===== config.mk =====
export PLATFORM = sky130hd
export DESIGN_NAME = ctrl_pipe_seq_flat
export DESIGN_NICKNAME = d
export VERILOG_FILES = /design/src/rtl/ctrl_pkg.sv /design/src/rtl/ctrl_pipe_seq_if.sv /design/src/rtl/ctrl_decode.sv /design/src/rtl/ctrl_pipe_seq.sv /design/src/flat_wrapper.sv
export SDC_FILE = /design/constraint.sdc
export NUM_CORES = 1
export LEC_CHECK = 0
export ABC_CLOCK_PERIOD_IN_PS = 2009
export CORE_MARGIN = 2
export CORE_UTILIZATION = 45
export CTS_CLUSTER_DIAMETER = 60
export CTS_CLUSTER_SIZE = 8
export DETAILED_ROUTE_END_ITERATION = 6
export PLACE_DENSITY = 0.78
export SLEW_MARGIN = 40
export SYNTH_ARGS = -nofsm -noshare
export SYNTH_HDL_FRONTEND = slang
export SYNTH_SLANG_ARGS = --single-unit

===== constraint.sdc =====
create_clock -name clk -period 2.01 [get_ports clk]
set_input_delay 0.3015 -clock clk [delete_from_list [all_inputs] [get_ports clk]]
set_output_delay 0.3015 -clock clk [all_outputs]
set_load 0.01 [all_outputs]

===== src/rtl/ctrl_pkg.sv =====
// Shared encodings for the pipelined control unit: opcodes, ALU ops,
// write-back source selects, the control bundle carried down the pipe, and the MUL FSM states.
package ctrl_pkg;

    localparam logic [7:0] OP_ADD  = 8'h08;
    localparam logic [7:0] OP_MUL  = 8'h18;
    localparam logic [7:0] OP_ADDI = 8'h03;
    localparam logic [7:0] OP_SW   = 8'h19;
    localparam logic [7:0] OP_LW   = 8'h31;
    localparam logic [7:0] OP_JAL  = 8'h04;

    localparam logic [3:0] ALU_ADD = 4'b0000;
    localparam logic [3:0] ALU_MUL = 4'b0010;

    localparam logic [1:0] SRC_REG = 2'b00;
    localparam logic [1:0] SRC_IMM = 2'b01;

    localparam logic [1:0] M2R_ALU = 2'b00;
    localparam logic [1:0] M2R_MEM = 2'b01;
    localparam logic [1:0] M2R_PC4 = 2'b10;

    typedef struct packed {
        logic       reg_write;
        logic [1:0] alu_src;
        logic [3:0] alu_op;
        logic       mem_read;
        logic       mem_write;
        logic [1:0] mem_to_reg;
        logic       pc_src;
    } ctrl_t;

    localparam ctrl_t CTRL_NOP = '0;

    typedef enum logic {
        MUL_IDLE = 1'b0,
        MUL_BUSY = 1'b1
    } mul_state_e;

    // Source-register usage, consulted only by the load-use interlock.
    function automatic logic uses_rs1(input logic [7:0] op);
        return (op == OP_ADD) || (op == OP_MUL) || (op == OP_ADDI) ||
               (op == OP_SW)  || (op == OP_LW);
    endfunction

    function automatic logic uses_rs2(input logic [7:0] op);
        return (op == OP_ADD) || (op == OP_MUL) || (op == OP_SW);
    endfunction

endpackage


===== src/rtl/ctrl_pipe_seq_if.sv =====
// Bus between the IF/ID register, the datapath stage registers and ctrl_pipe_seq.
// Handshake: an ID instruction is consumed at a rising edge where id_ready=1 (id_valid qualifies it).
interface ctrl_pipe_seq_if #(
    parameter int OP_W  = 8,
    parameter int REG_W = 5
);
    import ctrl_pkg::*;

    logic             id_valid;
    logic [OP_W-1:0]  id_op;
    logic [REG_W-1:0] id_rs1;
    logic [REG_W-1:0] id_rs2;
    logic [REG_W-1:0] id_rd;
    logic             ext_stall;

    logic             id_ready;
    logic             pc_src;
    logic             flush_if;
    logic             ex_valid;
    logic [1:0]       ex_alu_src;
    logic [3:0]       ex_alu_op;
    logic             ex_mul_done;
    logic             mem_valid;
    logic             mem_read;
    logic             mem_write;
    logic             wb_valid;
    logic [1:0]       wb_mem_to_reg;
    logic             wb_reg_write;
    logic [REG_W-1:0] wb_rd;
    mul_state_e       dbg_mul_state;

    modport master (
        output id_valid, id_op, id_rs1, id_rs2, id_rd, ext_stall,
        input  id_ready, pc_src, flush_if, ex_valid, ex_alu_src, ex_alu_op, ex_mul_done,
               mem_valid, mem_read, mem_write, wb_valid, wb_mem_to_reg, wb_reg_write, wb_rd,
               dbg_mul_state
    );

    modport slave (
        input  id_valid, id_op, id_rs1, id_rs2, id_rd, ext_stall,
        output id_ready, pc_src, flush_if, ex_valid, ex_alu_src, ex_alu_op, ex_mul_done,
               mem_valid, mem_read, mem_write, wb_valid, wb_mem_to_reg, wb_reg_write, wb_rd,
               dbg_mul_state
    );

endinterface


===== src/rtl/ctrl_decode.sv =====
// Combinational opcode decoder: ID opcode -> control bundle.
// Unknown opcodes or an empty ID slot decode to an all-zero bubble with known_o=0.
module ctrl_decode
    import ctrl_pkg::*;
#(
    parameter int OP_W = 8
) (
    input  logic [OP_W-1:0] op_i,
    input  logic            valid_i,
    output ctrl_t           ctrl_o,
    output logic            known_o
);

    always_comb begin
        ctrl_o  = CTRL_NOP;
        known_o = 1'b0;
        if (valid_i) begin
            known_o = 1'b1;
            case (op_i)
                OP_ADD:  ctrl_o = '{1'b1, SRC_REG, ALU_ADD, 1'b0, 1'b0, M2R_ALU, 1'b0};
                OP_MUL:  ctrl_o = '{1'b1, SRC_REG, ALU_MUL, 1'b0, 1'b0, M2R_ALU, 1'b0};
                OP_ADDI: ctrl_o = '{1'b1, SRC_IMM, ALU_ADD, 1'b0, 1'b0, M2R_ALU, 1'b0};
                OP_SW:   ctrl_o = '{1'b0, SRC_IMM, ALU_ADD, 1'b0, 1'b1, M2R_ALU, 1'b0};
                OP_LW:   ctrl_o = '{1'b1, SRC_IMM, ALU_ADD, 1'b1, 1'b0, M2R_MEM, 1'b0};
                OP_JAL:  ctrl_o = '{1'b1, SRC_REG, ALU_ADD, 1'b0, 1'b0, M2R_PC4, 1'b1};
                default: known_o = 1'b0;
            endcase
        end
    end

endmodule


===== src/rtl/ctrl_pipe_seq.sv =====
// Pipelined control unit: EX/MEM/WB control registers, multi-cycle MUL sequencing, JAL flush.
// Optional load-use interlock is built when LOAD_USE_HAZARD_EN is defined.
module ctrl_pipe_seq
    import ctrl_pkg::*;
#(
    parameter int OP_W       = 8,
    parameter int REG_W      = 5,
    parameter int MUL_CYCLES = 4
) (
    input logic             clk,
    input logic             rst_n,
    ctrl_pipe_seq_if.slave  bus
);

    localparam int CNT_W = (MUL_CYCLES > 1) ? $clog2(MUL_CYCLES) : 1;

    mul_state_e       state_q, state_d;
    logic [CNT_W-1:0] cnt_q, cnt_d;

    logic             ex_valid_q, ex_valid_d;
    ctrl_t            ex_ctrl_q, ex_ctrl_d;
    logic [REG_W-1:0] ex_rd_q, ex_rd_d;
    logic             mem_valid_q, mem_valid_d;
    ctrl_t            mem_ctrl_q, mem_ctrl_d;
    logic [REG_W-1:0] mem_rd_q, mem_rd_d;
    logic             wb_valid_q, wb_valid_d;
    ctrl_t            wb_ctrl_q, wb_ctrl_d;
    logic [REG_W-1:0] wb_rd_q, wb_rd_d;

    ctrl_t id_ctrl;
    logic  id_known;
    logic  ex_is_mul, mul_done, mul_hold, jal_ex, load_use;
    logic  id_ready, pc_src;

    ctrl_decode #(.OP_W(OP_W)) u_decode (
        .op_i    (bus.id_op),
        .valid_i (bus.id_valid),
        .ctrl_o  (id_ctrl),
        .known_o (id_known)
    );

    assign ex_is_mul = ex_valid_q && (ex_ctrl_q.alu_op == ALU_MUL);
    assign jal_ex    = ex_valid_q && ex_ctrl_q.pc_src;

    // A single-cycle MUL is done on entry; otherwise the last BUSY cycle is cnt==1.
    always_comb begin
        if (MUL_CYCLES == 1) mul_done = 1'b1;
        else                 mul_done = (state_q == MUL_BUSY) && (cnt_q == CNT_W'(1));
    end
    assign mul_hold = ex_is_mul && !mul_done;

`ifdef LOAD_USE_HAZARD_EN
    assign load_use = ex_valid_q && ex_ctrl_q.mem_read && (ex_rd_q != '0) && bus.id_valid &&
                      ((uses_rs1(bus.id_op) && (bus.id_rs1 == ex_rd_q)) ||
                       (uses_rs2(bus.id_op) && (bus.id_rs2 == ex_rd_q)));
`else
    assign load_use = 1'b0;
`endif

    always_comb begin
        state_d     = state_q;
        cnt_d       = cnt_q;
        ex_valid_d  = ex_valid_q;
        ex_ctrl_d   = ex_ctrl_q;
        ex_rd_d     = ex_rd_q;
        mem_valid_d = mem_valid_q;
        mem_ctrl_d  = mem_ctrl_q;
        mem_rd_d    = mem_rd_q;
        wb_valid_d  = wb_valid_q;
        wb_ctrl_d   = wb_ctrl_q;
        wb_rd_d     = wb_rd_q;
        id_ready    = 1'b0;
        pc_src      = 1'b0;
        if (!bus.ext_stall) begin
            wb_valid_d = mem_valid_q;
            wb_ctrl_d  = mem_ctrl_q;
            wb_rd_d    = mem_rd_q;
            if (mul_hold) begin
                mem_valid_d = 1'b0;
                mem_ctrl_d  = CTRL_NOP;
                mem_rd_d    = '0;
                if (state_q == MUL_IDLE) begin
                    state_d = MUL_BUSY;
                    cnt_d   = CNT_W'(MUL_CYCLES - 1);
                end else begin
                    cnt_d = cnt_q - CNT_W'(1);
                end
            end else begin
                mem_valid_d = ex_valid_q;
                mem_ctrl_d  = ex_ctrl_q;
                mem_rd_d    = ex_rd_q;
                state_d     = MUL_IDLE;
                cnt_d       = '0;
                id_ready    = !load_use;
                pc_src      = jal_ex;
                // A JAL in EX consumes the ID slot but squashes it.
                if (load_use || jal_ex || !id_known) begin
                    ex_valid_d = 1'b0;
                    ex_ctrl_d  = CTRL_NOP;
                    ex_rd_d    = '0;
                end else begin
                    ex_valid_d = 1'b1;
                    ex_ctrl_d  = id_ctrl;
                    ex_rd_d    = bus.id_rd;
                end
            end
        end
    end

    always_ff @(posedge clk or negedge rst_n) begin
        if (!rst_n) begin
            state_q     <= MUL_IDLE;
            cnt_q       <= '0;
            ex_valid_q  <= 1'b0;
            ex_ctrl_q   <= CTRL_NOP;
            ex_rd_q     <= '0;
            mem_valid_q <= 1'b0;
            mem_ctrl_q  <= CTRL_NOP;
            mem_rd_q    <= '0;
            wb_valid_q  <= 1'b0;
            wb_ctrl_q   <= CTRL_NOP;
            wb_rd_q     <= '0;
        end else begin
            state_q     <= state_d;
            cnt_q       <= cnt_d;
            ex_valid_q  <= ex_valid_d;
            ex_ctrl_q   <= ex_ctrl_d;
            ex_rd_q     <= ex_rd_d;
            mem_valid_q <= mem_valid_d;
            mem_ctrl_q  <= mem_ctrl_d;
            mem_rd_q    <= mem_rd_d;
            wb_valid_q  <= wb_valid_d;
            wb_ctrl_q   <= wb_ctrl_d;
            wb_rd_q     <= wb_rd_d;
        end
    end

    assign bus.id_ready      = id_ready;
    assign bus.pc_src        = pc_src;
    assign bus.flush_if      = pc_src;
    assign bus.ex_valid      = ex_valid_q;
    assign bus.ex_alu_src    = ex_valid_q ? ex_ctrl_q.alu_src : 2'b00;
    assign bus.ex_alu_op     = ex_valid_q ? ex_ctrl_q.alu_op : 4'b0000;
    assign bus.ex_mul_done   = ex_is_mul && mul_done;
    assign bus.mem_valid     = mem_valid_q;
    assign bus.mem_read      = mem_valid_q && mem_ctrl_q.mem_read;
    assign bus.mem_write     = mem_valid_q && mem_ctrl_q.mem_write;
    assign bus.wb_valid      = wb_valid_q;
    assign bus.wb_mem_to_reg = wb_valid_q ? wb_ctrl_q.mem_to_reg : 2'b00;
    assign bus.wb_reg_write  = wb_valid_q && wb_ctrl_q.reg_write;
    assign bus.wb_rd         = wb_valid_q ? wb_rd_q : '0;
    assign bus.dbg_mul_state = state_q;

endmodule

===== src/flat_wrapper.sv =====
// flat-port wrapper written by rule: the top's interface ports become plain ports
module ctrl_pipe_seq_flat import ctrl_pkg::*;
#(
    parameter int OP_W       = 8,
    parameter int REG_W      = 5,
    parameter int MUL_CYCLES = 4
)
  (clk, rst_n, bus_id_valid, bus_id_op, bus_id_rs1, bus_id_rs2, bus_id_rd, bus_ext_stall, bus_id_ready, bus_pc_src, bus_flush_if, bus_ex_valid, bus_ex_alu_src, bus_ex_alu_op, bus_ex_mul_done, bus_mem_valid, bus_mem_read, bus_mem_write, bus_wb_valid, bus_wb_mem_to_reg, bus_wb_reg_write, bus_wb_rd, bus_dbg_mul_state);
  ctrl_pipe_seq_if #(.OP_W(OP_W), .REG_W(REG_W)) bus_i ();
  input logic clk;
  input logic rst_n;
  input wire logic [$bits(bus_i.id_valid)-1:0] bus_id_valid;
  input wire logic [$bits(bus_i.id_op)-1:0] bus_id_op;
  input wire logic [$bits(bus_i.id_rs1)-1:0] bus_id_rs1;
  input wire logic [$bits(bus_i.id_rs2)-1:0] bus_id_rs2;
  input wire logic [$bits(bus_i.id_rd)-1:0] bus_id_rd;
  input wire logic [$bits(bus_i.ext_stall)-1:0] bus_ext_stall;
  output wire logic [$bits(bus_i.id_ready)-1:0] bus_id_ready;
  output wire logic [$bits(bus_i.pc_src)-1:0] bus_pc_src;
  output wire logic [$bits(bus_i.flush_if)-1:0] bus_flush_if;
  output wire logic [$bits(bus_i.ex_valid)-1:0] bus_ex_valid;
  output wire logic [$bits(bus_i.ex_alu_src)-1:0] bus_ex_alu_src;
  output wire logic [$bits(bus_i.ex_alu_op)-1:0] bus_ex_alu_op;
  output wire logic [$bits(bus_i.ex_mul_done)-1:0] bus_ex_mul_done;
  output wire logic [$bits(bus_i.mem_valid)-1:0] bus_mem_valid;
  output wire logic [$bits(bus_i.mem_read)-1:0] bus_mem_read;
  output wire logic [$bits(bus_i.mem_write)-1:0] bus_mem_write;
  output wire logic [$bits(bus_i.wb_valid)-1:0] bus_wb_valid;
  output wire logic [$bits(bus_i.wb_mem_to_reg)-1:0] bus_wb_mem_to_reg;
  output wire logic [$bits(bus_i.wb_reg_write)-1:0] bus_wb_reg_write;
  output wire logic [$bits(bus_i.wb_rd)-1:0] bus_wb_rd;
  output wire logic [$bits(bus_i.dbg_mul_state)-1:0] bus_dbg_mul_state;
  assign bus_i.id_valid = bus_id_valid;
  assign bus_i.id_op = bus_id_op;
  assign bus_i.id_rs1 = bus_id_rs1;
  assign bus_i.id_rs2 = bus_id_rs2;
  assign bus_i.id_rd = bus_id_rd;
  assign bus_i.ext_stall = bus_ext_stall;
  assign bus_id_ready = bus_i.id_ready;
  assign bus_pc_src = bus_i.pc_src;
  assign bus_flush_if = bus_i.flush_if;
  assign bus_ex_valid = bus_i.ex_valid;
  assign bus_ex_alu_src = bus_i.ex_alu_src;
  assign bus_ex_alu_op = bus_i.ex_alu_op;
  assign bus_ex_mul_done = bus_i.ex_mul_done;
  assign bus_mem_valid = bus_i.mem_valid;
  assign bus_mem_read = bus_i.mem_read;
  assign bus_mem_write = bus_i.mem_write;
  assign bus_wb_valid = bus_i.wb_valid;
  assign bus_wb_mem_to_reg = bus_i.wb_mem_to_reg;
  assign bus_wb_reg_write = bus_i.wb_reg_write;
  assign bus_wb_rd = bus_i.wb_rd;
  assign bus_dbg_mul_state = bus_i.dbg_mul_state;
  ctrl_pipe_seq #(.OP_W(OP_W), .REG_W(REG_W), .MUL_CYCLES(MUL_CYCLES)) u_core (.clk(clk), .rst_n(rst_n), .bus(bus_i));
endmodule

* Word-level counts from Yosys, hierarchy flattened
Index checks and enable logic that the tools add are counted.
** Cells by class
- Add/sub/neg operators :: 1
- Eq/ne operators :: 8
- Muxes and demuxes :: 21
- Bitwise logic cells :: 2
- Reduce and logical (&&, ||, !) cells :: 13
** Operator list (number)
- $pmux W12 S6 :: 1
- $mux W12 :: 3
- $eq A8 B5 Y1 const B :: 2
- $mux W5 :: 3
- $mux W1 :: 9
- $eq A8 B2 Y1 const B :: 1
- $eq A8 B3 Y1 const B :: 1
- $eq A8 B4 Y1 const B :: 1
- $eq A8 B6 Y1 const B :: 1
- $logic_and A1 B1 Y1 :: 8
- $mux W2 :: 4
- $reduce_or A6 Y1 :: 1
- $eq A4 B2 Y1 const B :: 1
- $mux W4 :: 1
- $eq A2 B1 Y1 const B :: 1
- $logic_not A1 Y1 :: 2
- $not A1 Y1 :: 2
- $reduce_and A2 Y1 :: 1
- $sub A2 B1 Y2 const B :: 1
- $logic_or A1 B1 Y1 :: 1
** Storage, ports and cells
- Register bits after elaboration :: 41
- Input bits :: 27
- Logic and storage cells :: 66

* Longest topological paths before layout
Gate-level depths: netlist of run 1.
- Depth in word-level cells :: 7
- Depth in mapped cells :: 7

* Modules after synthesis
From an unflattened synthesis of run 1, not the netlist that was laid out.
** Unflattened totals
- Cell total of the unflattened synthesis :: 184
- Area, all modules :: 1984.4 µm²
** Modules (own cells, without submodules)
- ctrl_pipe_seq :: times used 1, cells each 156, area each 1780.5 µm², sequential area each 1026.0 µm²
- ctrl_decode :: times used 1, cells each 28, area each 203.9 µm², sequential area each 0.0 µm²

* Worst setup path before layout of run 1
No wires, ideal clock.
- Path kind :: reg-to-output
- Start point :: register u_core.cnt_q[0]
- End point :: output bus_pc_src
- Data arrival time :: 1.471 ns
- Data required time :: 1.709 ns
- Setup slack :: 0.238 ns
- Cell stages (with the launch flop) :: 7
- Path through :: dfrtp_1 -> ha_1 -> nand2_1 -> a21o_1 -> inv_1 -> and3_1 -> buf_4
** On the way
- Longest elaborated chain between the ends :: 6
** Ends and longest elaborated chain
- start, declared :: RTL line ctrl_pipe_seq.sv:18 : logic [CNT_W-1:0] cnt_q, cnt_d;
- start signal, assigned :: RTL line ctrl_pipe_seq.sv:125 : cnt_q <= cnt_d;
- $eq A2 B1 Y1 :: RTL line ctrl_pipe_seq.sv:48 : else mul_done = (state_q == MUL_BUSY) && (cnt_q == CNT_W'(1));
- $logic_and A1 B1 Y1 :: RTL line ctrl_pipe_seq.sv:48
- $logic_not A1 Y1 :: RTL line ctrl_pipe_seq.sv:50 : assign mul_hold = ex_is_mul && !mul_done;
- $logic_and A1 B1 Y1 :: RTL line ctrl_pipe_seq.sv:50
- $mux W1 :: RTL line ctrl_pipe_seq.sv:78 : if (mul_hold) begin
- $mux W1 :: RTL line ctrl_pipe_seq.sv:74 : if (!bus.ext_stall) begin
- end, declared :: RTL line flat_wrapper.sv:19 : output wire logic [$bits(bus_i.pc_src)-1:0] bus_pc_src;
Every way passes these cells.

* Worst setup path in the final report of run 1
- Start point :: register u_core.cnt_q[1]
- End point :: output bus_flush_if
** On the way
- Longest elaborated chain between the ends :: 6
** Ends and longest elaborated chain
- $eq A2 B1 Y1 :: RTL line ctrl_pipe_seq.sv:48
- $logic_and A1 B1 Y1 :: RTL line ctrl_pipe_seq.sv:48
- $logic_not A1 Y1 :: RTL line ctrl_pipe_seq.sv:50
- $logic_and A1 B1 Y1 :: RTL line ctrl_pipe_seq.sv:50
- $mux W1 :: RTL line ctrl_pipe_seq.sv:78
- $mux W1 :: RTL line ctrl_pipe_seq.sv:74
- end, declared :: RTL line flat_wrapper.sv:20 : output wire logic [$bits(bus_i.flush_if)-1:0] bus_flush_if;
Every way passes these cells.

==> metrics.txt, run 1 <==
run status=completed; largest net degree at the start of global routing=35; Final Skew=0.00805 ns; # rows=21; Final min period=1.95 ns; port bufs=36; WL/cell=13.4 microns; Area Growth Syn to Fin=33.0%; count leader, synth=dfrtp_1; GPL Wtd Cong=0.811; Critical Path End Type=output pin; multiplexer area fraction after synthesis=6.26%; First-pass DRT Iterations=4; kind of critical path=flop to output pin; Die H=64.0 microns; yosys warns=0; Post-Synth Adder-Cell Area=0.773%; initial antenna violation count=0; total number of vias=1231; Reg2Reg Setup Slack=0.24 ns; dpl ws=-0.122 ns; vias in the first global route=1231; drc violations=0; Antenna diodes=0; Die ar.=4090 sq um; layout net count=222; core area=3390 sq um; fin area=2150 sq um; Reg clk slew, reported paths=0.09 ns; post-synthesis sequential area ratio=52.6%; leak pwr=1.02 nW; final worst slack=0.0640 ns; Util after Layout=63.5%; Synth Instances=142; asr flop ratio synth=100%; number of synthesized flops with an enable pin=0; Clock Path Buffers=2; CP Data Arrival Time=1.64 ns; # hold bufs at CTS=0; starting DRC count in detailed routing=29; Worst-Skew Late Latency=0.34 ns; # clock sinks=34; Startpoint Class=flop; XOR/XNOR share of the synthesized area=0.541%; Pwr Density=552 nW/um^2; H-tree depth=2; top cell type's share of synthesized area=52.6%; root buf cell=clkbuf_4; HP Class=input pin to asynchronous set/reset pin; I/O pin count=51; complex-gate fraction of the synthesized area=19.5%; largest family of logic cells by synthesized area=compound AO/OA/AOI/OAI gates; CTS tree=done; first-pass GRT wire length=5480 microns; simple-gate share of the synthesized area=13.8%; Placed Cells incl. Taps=229; Final setup viols=0; Max-cap violations=0; chip width=64.0 microns; total CTS buffers=5; via/cell ratio=5.15; Final Hold Fails=0; share of cells above drive strength 1=24.4%; crit path max fanout=2; fin cells=239; main area contributors after synthesis=dfrtp_1 (53%), a22o_1 (7.0%), mux2_2 (6.3%); DP Area=2080 sq um; Top FF cell, synth=dfrtp_1; Slew Limit Fails=0; top cells by count, synth=dfrtp_1 (34), a22o_1 (13), nand2_1 (13); Global Route Usage Sum=17.8%; final worst path period share=96.8%; post-synth top area cell=dfrtp_1; Yosys reg bits=34; Achievable Freq=514 MHz; synthesized area per cell=11.4 sq um; Synth Cell Area=1620 sq um; WL final=3210 microns; final setup TNS=0 ns; Initial Utilization=47.7%; HPWL after DPL=2470 microns; Synth cell types=38; Data required, critical path=1.71 ns; peak supply drop=288 uV; post-route ant nets=0; GR Overflow Total=0
## cells by family (layout without fill, tap and decap cells)
kind of cell | count (synthesis) | count (layout)
AOI/OAI and AO/OA | 35 | 35
xor gates and xnor gates | 1 | 1
adders and majority gates | 1 | 1
buffers and inverters | 21 | 69
DFF | 34 | 34
muxes | 9 | 9
other | 1 | 4
and+or+nand+nor | 40 | 40
## critical path, stage by stage (launching register included)
cell,delay (ns)
dfrtp_1,0.41
inv_1,0.06
ha_2,0.17
nand2_1,0.07
a21o_1,0.20
inv_1,0.08
and3_4,0.19
buf_2,0.13
## sequential cells by signal, summed over array words and instances, names as in the netlist
signal	flops
u_core.cnt_q	2
u_core.bus.ex_valid	1
u_core.bus.dbg_mul_state	1
u_core.wb_rd_q	5
u_core.bus.mem_valid	1
u_core.bus.wb_valid	1
u_core.ex_ctrl_q	6
u_core.wb_ctrl_q	3
u_core.ex_rd_q	5
u_core.mem_rd_q	5
u_core.mem_ctrl_q	4
## area by class of cell
class | instances | area, sq um
Fill cell | 280 | 1240
Clock buffer | 6 | 51.3
Timing Repair Buffer | 53 | 472
Multi-Input combinational cell | 90 | 683
Inverter | 10 | 37.5
Tap cell | 46 | 57.6
Sequential cell | 34 | 851
## worst paths after layout
check / start / end / depth (start not counted)
min reg2reg: u_core.ex_ctrl_q[6] / u_core.ex_ctrl_q[6] / 2
min: rst_n / u_core.ex_rd_q[4] / 2
max in group asynchronous: rst_n / u_core.mem_rd_q[0] / 2
max reg2reg: u_core.cnt_q[1] / u_core.ex_ctrl_q[6] / 8
min in group clk: u_core.ex_ctrl_q[6] / u_core.ex_ctrl_q[6] / 2
max: u_core.cnt_q[1] / bus_flush_if / 7
## per-layer routing
metal / global-route usage, % / part of all wire, % / up-vias / wire length (microns)
li1: - / - / 602 / -
met1: 19.0 / 41 / 589 / 1310
met2: 32.8 / 53 / 34 / 1710
met3: 4.75 / 4.4 / 6 / 143
met4: 7.34 / 1.8 / 0 / 57
met5: 0 / 0 / - / 0
## where the power goes
| group | switching (mW) | leakage, nW | total, mW | internal, mW |
|---|---|---|---|---|
| clock | 0.207 | 0.0302 | 0.364 | 0.157 |
| sequential | 0.00451 | 0.473 | 0.694 | 0.689 |
| combinational | 0.0647 | 0.516 | 0.130 | 0.0652 |
| total | 0.276 | 1.02 | 1.19 | 0.912 |
## cell usage in the layout, fill, tap and decap left out, types with 5 or more instances in the layout
master and n:
nand2_1 13, clkdlybuf4s50_1 32, o21ai_1 5, a22o_1 13
inv_1 10, buf_4 17, and2_1 11, dfrtp_1 34
clkbuf_4 5, mux2_2 9
## timing repair
action,4_1_cts,5_1_grt
cloned,0,0
gates resized for setup,12,2
setup endpoints to repair,4,3
buffers inserted,2,2
pin swaps,1,1
## stage by stage
| stage | hold slack (ns) | power (mW) |
|---|---|---|
| after floorplan | 0.00591 | 0.763 |
| after global placement | 0.463 | 0.832 |
| after detailed placement | 0.466 | 0.837 |
| after CTS | 0.367 | 1.20 |
| after global routing | 0.423 | 1.24 |
| final | 0.366 | 1.19 |
(Power assumes the default switching activity.)
==> inputs of run 2 (changes only) <==
Settings changed: ABC_AREA set to 1, ABC_CLOCK_PERIOD_IN_PS 2009 to 2170.
Clock period 2.01 ns to 2.17 ns, I/O delays scaled along.
==> run 2 against run 1 <==
Effect of this change:
- power is 7.4% lower
- combinational power is 21% lower
- critical path type unchanged
- clock power is 2% lower
- first-iteration DRC count is 41% higher
- worst hold slack better by 0.019 ns
- critical path depth stayed put
- final area is 3.0% lower
- final cell count is 23% higher
==> metrics.txt, run 2 <==
run status=completed; yosys warns=0 (unchanged); Final min period=1.98 ns; vias in the first global route=1209 (-1.8%); kind of critical path=flop to output pin; FF-to-FF End=u_core.bus.ex_valid; RSZ-0062 raised after global routing=no; final setup TNS=0 ns (unchanged); Reg2Reg Setup Slack=0.49 ns (+0.25 ns); I/O pin count=51 (unchanged); Synth cell types=24 (-37%); Clock Path Buffers=2 (unchanged); clock share of power=32.3% (+1.6 points); Global Route Usage Sum=16.2% (-1.6 points); Util after Layout=61.1% (-2.4 points); fin cells=294 (+23%); post-route ant nets=0 (unchanged); post-synthesis sequential area ratio=51.8% (-0.80 points); synthesized area per cell=7.86 sq um (-31%); Antenna diodes=0 (unchanged); Die ar.=4150 sq um (+1.4%); Cell Chain, Critical Path=inv_1 > ha_1 > nand2_1 > nand2_2 > inv_4 > nor3_1 > dlygate4sd2_1; Top FF cell, synth=dfrtp_1; Startpoint Class=flop; commonest non-fill, non-tap cells in the layout=nand2_1 (68), dfrtp_1 (34), clkdlybuf4s50_1 (33); total number of vias=1301 (+5.7%); initial antenna violation count=0 (unchanged); via/cell ratio=4.43 (-14%); Reg clk slew, reported paths=0.10 ns (about the same); Reg power frac=58.4% (about the same); core area=3420 sq um (+0.78%); top cells by count, synth=nand2_1 (68), dfrtp_1 (34), inv_1 (31); Final setup viols=0 (unchanged); peak supply drop=312 uV (+8.6%); CP peak stage delay=0.40 ns (about the same); First-pass DRT Iterations=4 (unchanged); Area Growth Syn to Fin=27.0%; Synth Instances=209 (+47%); # clock sinks=34 (unchanged); asr flop ratio synth=100% (unchanged); final worst path period share=91.2%; multiplexer area fraction after synthesis=0% (-6.3 points); Critical Path End Type=output pin; Final Hold Fails=0 (unchanged); commonest non-fill, non-tap cell in the layout=nand2_1; port bufs=36 (unchanged); Max-cap violations=0 (unchanged); Sw Ratio=23.5% (+0.27 points); Synth Cell Area=1640 sq um (+1.5%); root buf cell=clkbuf_4; HP Class=input pin to asynchronous set/reset pin; GPL Wtd Cong=0.752 (-7.3%); Logic pwr share=9.4% (-1.5 points); Yosys reg bits=34 (unchanged); CTS tree=done; Die H=64.4 microns (+0.72%); count leader, synth=nand2_1; largest net degree at the start of global routing=35 (unchanged); GR Overflow Total=0 (unchanged); share of cells above drive strength 1=8.06% (-16 points); chip width=64.4 microns (+0.72%); sw power=0.259 mW (-6.3%); reg2reg path depth=11 (+3); largest family of logic cells by synthesized area=simple AND/OR/NAND/NOR gates; main area contributors after synthesis=dfrtp_1 (52%), nand2_1 (16%), inv_1 (7.1%); number of synthesized flops with an enable pin=0 (unchanged); simple-gate share of the synthesized area=26.2% (+12 points); Reg2Reg Launch Point=u_core.cnt_q[1]; Slew Limit Fails=0 (unchanged); Power Internal=0.841 mW (-7.7%); largest reg by FF count=u_core.ex_ctrl_q; starting DRC count in detailed routing=41 (+41%); leak pwr=1.09 nW (+7.4%); Pwr Density=527 nW/um^2 (-4.5%); crit path max fanout=4 (+2); HPWL after DPL=2200 microns (-11%); Achievable Freq=506 MHz; total CTS buffers=5 (unchanged); Data required, critical path=1.84 ns (+0.13 ns); WL/cell=9.74 microns (-28%); max reg flops=6 (unchanged); Slowest-stage cell, CP=dfrtp_1; CP Data Arrival Time=1.65 ns (about the same); total power=1.10 mW (-7.4%); worst hold slack=0.385 ns (+0.0187 ns); Initial Utilization=48.1% (+0.37 points); # rows=21 (unchanged); XOR/XNOR share of the synthesized area=0% (-0.54 points); Worst-Skew Late Latency=0.33 ns (about the same); layout net count=275 (+24%); complex-gate fraction of the synthesized area=7.92% (-12 points); first-pass GRT wire length=5140 microns (-6.2%); H-tree depth=2 (unchanged); Post-Synth Adder-Cell Area=0.762% (-0.012 points); WL final=2870 microns (-11%); Final Skew=0.00810 ns (+0.0000570 ns); post-synth top area cell=dfrtp_1; Placed Cells incl. Taps=286 (+25%); drc violations=0 (unchanged); top cell type's share of synthesized area=51.8% (-0.80 points)
==> run 2: cell count changes after synthesis, sizes merged, moves of 3 or more <==
cell   before  now
a22o       15    0
and2       11    0
buf         7   10
inv        10   34
mux2        9    0
nand2      13   69
nand3       0   13
nor2        4   17
o21ai       9   23
==> run 2: metrics by stage <==
step	worst slack [ns]	area, sq um
2_1_floorplan	0.582	1650
3_5_place_dp	0.149	2030
3_3_place_gp	0.168	2030
6_report	0.192	2090
4_1_cts	0.0402	2080
5_1_grt	0.0455	2090
==> run 2: critical path: cells and delay by family, from the launching register on <==
family | cells | cell delay, ns
flip-flops | 1 | 0.40
buffers and inverters | 3 | 0.42
AND/OR/NAND/NOR | 3 | 0.37
adder cells (fa/ha/maj) | 1 | 0.14
==> run 2: worst max-delay path by stage <==
stage,start,endpoint,slack [ns]
2_1_floorplan,bus_ext_stall,bus_pc_src,0.58
3_3_place_gp,bus_ext_stall,bus_flush_if,0.17
3_5_place_dp,bus_ext_stall,bus_flush_if,0.15
4_1_cts,u_core.cnt_q[1],bus_id_ready,0.04
5_1_grt,u_core.cnt_q[1],bus_flush_if,0.05
6_report,u_core.cnt_q[1],bus_flush_if,0.19
==> run 2: power groups by stage <==
stage	Clock, mW	Combinational (mW)	Sequential (mW)
3_3_place_gp	0	0.104	0.655
4_1_cts	0.367	0.105	0.642
3_5_place_dp	0	0.105	0.655
6_report	0.355	0.103	0.642
2_1_floorplan	0	0.0498	0.655
5_1_grt	0.397	0.116	0.643
==> run 2: kinds of logic after synthesis <==
family,after synthesis
flip-flops,34
buffers and inverters,47
other,1
AND/OR/NAND/NOR,101
AO/OA/AOI/OAI,25
adder cells (fa/ha/maj),1
==> run 2: per-layer routing <==
layer	up-vias	track usage, %	share of wire (%)
met5	-	0	0
met4	0	8.78	2.7
met1	560	20.0	46
met3	7	3.13	4.1
li1	702	-	-
met2	32	26.8	47
==> run 2: final cells by class <==
cell class / count / area (sq um)
multi-input cells: 131 / 588
repair buffers: 41 / 398
fillers: 324 / 1330
inverters: 34 / 133
well taps: 46 / 57.6
clock buffers: 7 / 55.1
flip-flops and latches: 34 / 851
clock inverters: 1 / 5.00
==> run 2: what timing repair did <==
action,CTS,global route
gates resized for setup,2,1
endpoints found under the setup margin,2,1
pin swaps,0,0
hold buffers,0,0
endpoints found under the hold margin,0,0
setup buffers,0,0
==> inputs of run 3 (changes only) <==
Settings changed: CTS_BUF_LIST set to sky130_fd_sc_hd__clkbuf_4 sky130_fd_sc_hd__clkbuf_8.
==> run 3 against run 2 <==
Effect of this change:
- sequential cell count unchanged
- clock skew about the same
- wire length about the same
- critical path type unchanged
- die area stayed put
- clock-buffer cell count unchanged
- worst hold slack better by 0.0013 ns
- fmax is essentially flat
- final area grew 0.18%
- critical path depth unchanged
==> metrics.txt, run 3 (synthesis results as in run 2) <==
Pwr Density=532 nW/um^2 (+0.93%); clock share of power=33.0% (+0.7 points); port bufs=36 (unchanged); max reg flops=6 (unchanged); Final min period=1.98 ns (-0.000430 ns); WL/cell=9.74 microns (about the same); first-pass GRT wire length=5150 microns (+0.27%); drc violations=0 (unchanged); Antenna diodes=0 (unchanged); # rows=21 (unchanged); Reg power frac=57.7% (-0.7 points); Slowest-stage cell, CP=dfrtp_1; sw power=0.258 mW (-0.11%); CTS tree=done; post-route ant nets=0 (unchanged); First-pass DRT Iterations=4 (unchanged); I/O pin count=51 (unchanged); # clock sinks=34 (unchanged); Worst-Skew Late Latency=0.33 ns (about the same); Clock Path Buffers=2 (unchanged); Data required, critical path=1.84 ns (about the same); GPL Wtd Cong=0.752 (unchanged); chip width=64.4 microns (unchanged); leak pwr=1.10 nW (+0.31%); Die H=64.4 microns (unchanged); RSZ-0062 raised after global routing=no; share of cells above drive strength 1=8.47% (+0.40 points); Global Route Usage Sum=16.2% (+0.038 points); run status=completed; total CTS buffers=5 (unchanged); Die ar.=4150 sq um (unchanged); commonest non-fill, non-tap cell in the layout=nand2_1; CP Data Arrival Time=1.65 ns (about the same); initial antenna violation count=0 (unchanged); HPWL after DPL=2200 microns (unchanged); Startpoint Class=flop; fin area=2090 sq um (+0.18%); Sw Ratio=23.2% (-0.28 points); Final Skew=0.00832 ns (+0.000216 ns); WL final=2860 microns (about the same); root buf cell=clkbuf_4; total power=1.11 mW (+1.1%); Achievable Freq=506 MHz (about the same); Area Growth Syn to Fin=27.3%; largest net degree at the start of global routing=35 (unchanged); Logic pwr share=9.3% (about the same); total number of vias=1303 (+0.15%); CP Depth=7 (unchanged); Worst path top cell family by delay=buffers and inverters; dpl ws=0.149 ns (unchanged); kind of critical path=flop to output pin; final setup TNS=0 ns (unchanged); commonest non-fill, non-tap cells in the layout=nand2_1 (68), dfrtp_1 (34), clkdlybuf4s50_1 (33); setup bufs post-CTS=0 (unchanged); Buf/Inv on CP=3 (unchanged); CP peak stage delay=0.40 ns (about the same); Final Hold Fails=0 (unchanged); Power Internal=0.854 mW (+1.5%); crit path max fanout=4 (unchanged); core area=3420 sq um (unchanged); vias in the first global route=1215 (+0.50%); Final setup viols=0 (unchanged); final worst slack=0.192 ns (+0.000430 ns); Layout fillers=324 (unchanged); Slew Limit Fails=0 (unchanged); HP Class=input pin to asynchronous set/reset pin; starting DRC count in detailed routing=35 (-15%); H-tree depth=2 (unchanged); Critical Path End Type=output pin; final worst path period share=91.1% (about the same); Reg clk slew, reported paths=0.10 ns (about the same); Initial Utilization=48.1% (unchanged); reg2reg path depth=11 (unchanged); Cell Chain, Critical Path=inv_1 > ha_1 > nand2_1 > nand2_2 > inv_4 > nor3_1 > dlygate4sd2_1; peak supply drop=311 uV (-0.26%); Max-cap violations=0 (unchanged); Reg2Reg Setup Slack=0.49 ns (about the same); largest reg by FF count=u_core.ex_ctrl_q; DP Area=2030 sq um (unchanged); via/cell ratio=4.43 (+0.15%); GR Overflow Total=0 (unchanged); layout net count=275 (unchanged)
-- run 3: cell counts in the layout (fill, tap and decap cells not counted) --
No cell type changed its count.
-- run 3: worst reg2reg max path, cell delays in order (launching register included) --
cell	delay (ns)
dfrtp_1	0.40
inv_1	0.06
ha_1	0.14
nand2_1	0.09
nand2_2	0.10
inv_4	0.06
nor2_8	0.07
buf_4	0.19
inv_4	0.05
nor2_4	0.22
nand2_1	0.14
nand3_1	0.10
-- run 3: routing by layer --
layer	track usage (%)	part of all wire (%)	routed length, microns
met4	8.78	2.7	76
met5	0	0	0
met1	20.0	46	1320
met2	27.0	47	1350
met3	3.13	4.1	118
-- run 3: area by class of cell --
type / count / area [sq um] / area share (%)
clock buffer: 7 / 58.8 / 2.81
clock inverter: 1 / 5.00 / 0.239
inverter: 34 / 133 / 6.34
multi-input combinational: 131 / 588 / 28.1
sequential: 34 / 851 / 40.7
tap: 46 / 57.6 / 2.75
timing repair buffer: 41 / 398 / 19.0
-- run 3: through the flow --
| step | cells | util (%) | hold WS (ns) |
|---|---|---|---|
| after floorplan | 212 | - | 0.0299 |
| after global placement | 286 | 59.3 | 0.462 |
| after detailed placement | 286 | 59.3 | 0.467 |
| after CTS | 294 | 61.1 | 0.396 |
| after global routing | 294 | 61.2 | 0.417 |
| final | 294 | 61.2 | 0.386 |
-- run 3: what timing repair did --
| action | 4_1_cts | 5_1_grt |
|---|---|---|
| endpoints found under the setup margin | 2 | 1 |
| endpoints found under the hold margin | 0 | 0 |
| gates resized for setup | 2 | 1 |
| hold buffers | 0 | 0 |
-- run 3: path summary, 6_finish.rpt --
path,start,to
max,u_core.cnt_q[1],bus_flush_if
min,rst_n,u_core.wb_rd_q[1]
max reg2reg,u_core.cnt_q[1],u_core.bus.ex_valid
min reg2reg,u_core.wb_rd_q[2],u_core.wb_rd_q[2]
max in group asynchronous,rst_n,u_core.mem_ctrl_q[2]
min in group clk,u_core.wb_rd_q[2],u_core.wb_rd_q[2]
-- run 3: power by group through the flow --
| stage | clock network, mW | logic (mW) | registers, mW |
|---|---|---|---|
| finish | 0.367 | 0.103 | 0.642 |
| global route | 0.409 | 0.116 | 0.643 |
| global placement | 0 | 0.104 | 0.655 |
| detailed placement | 0 | 0.105 | 0.655 |
| floorplan | 0 | 0.0498 | 0.655 |
| CTS | 0.380 | 0.105 | 0.642 |
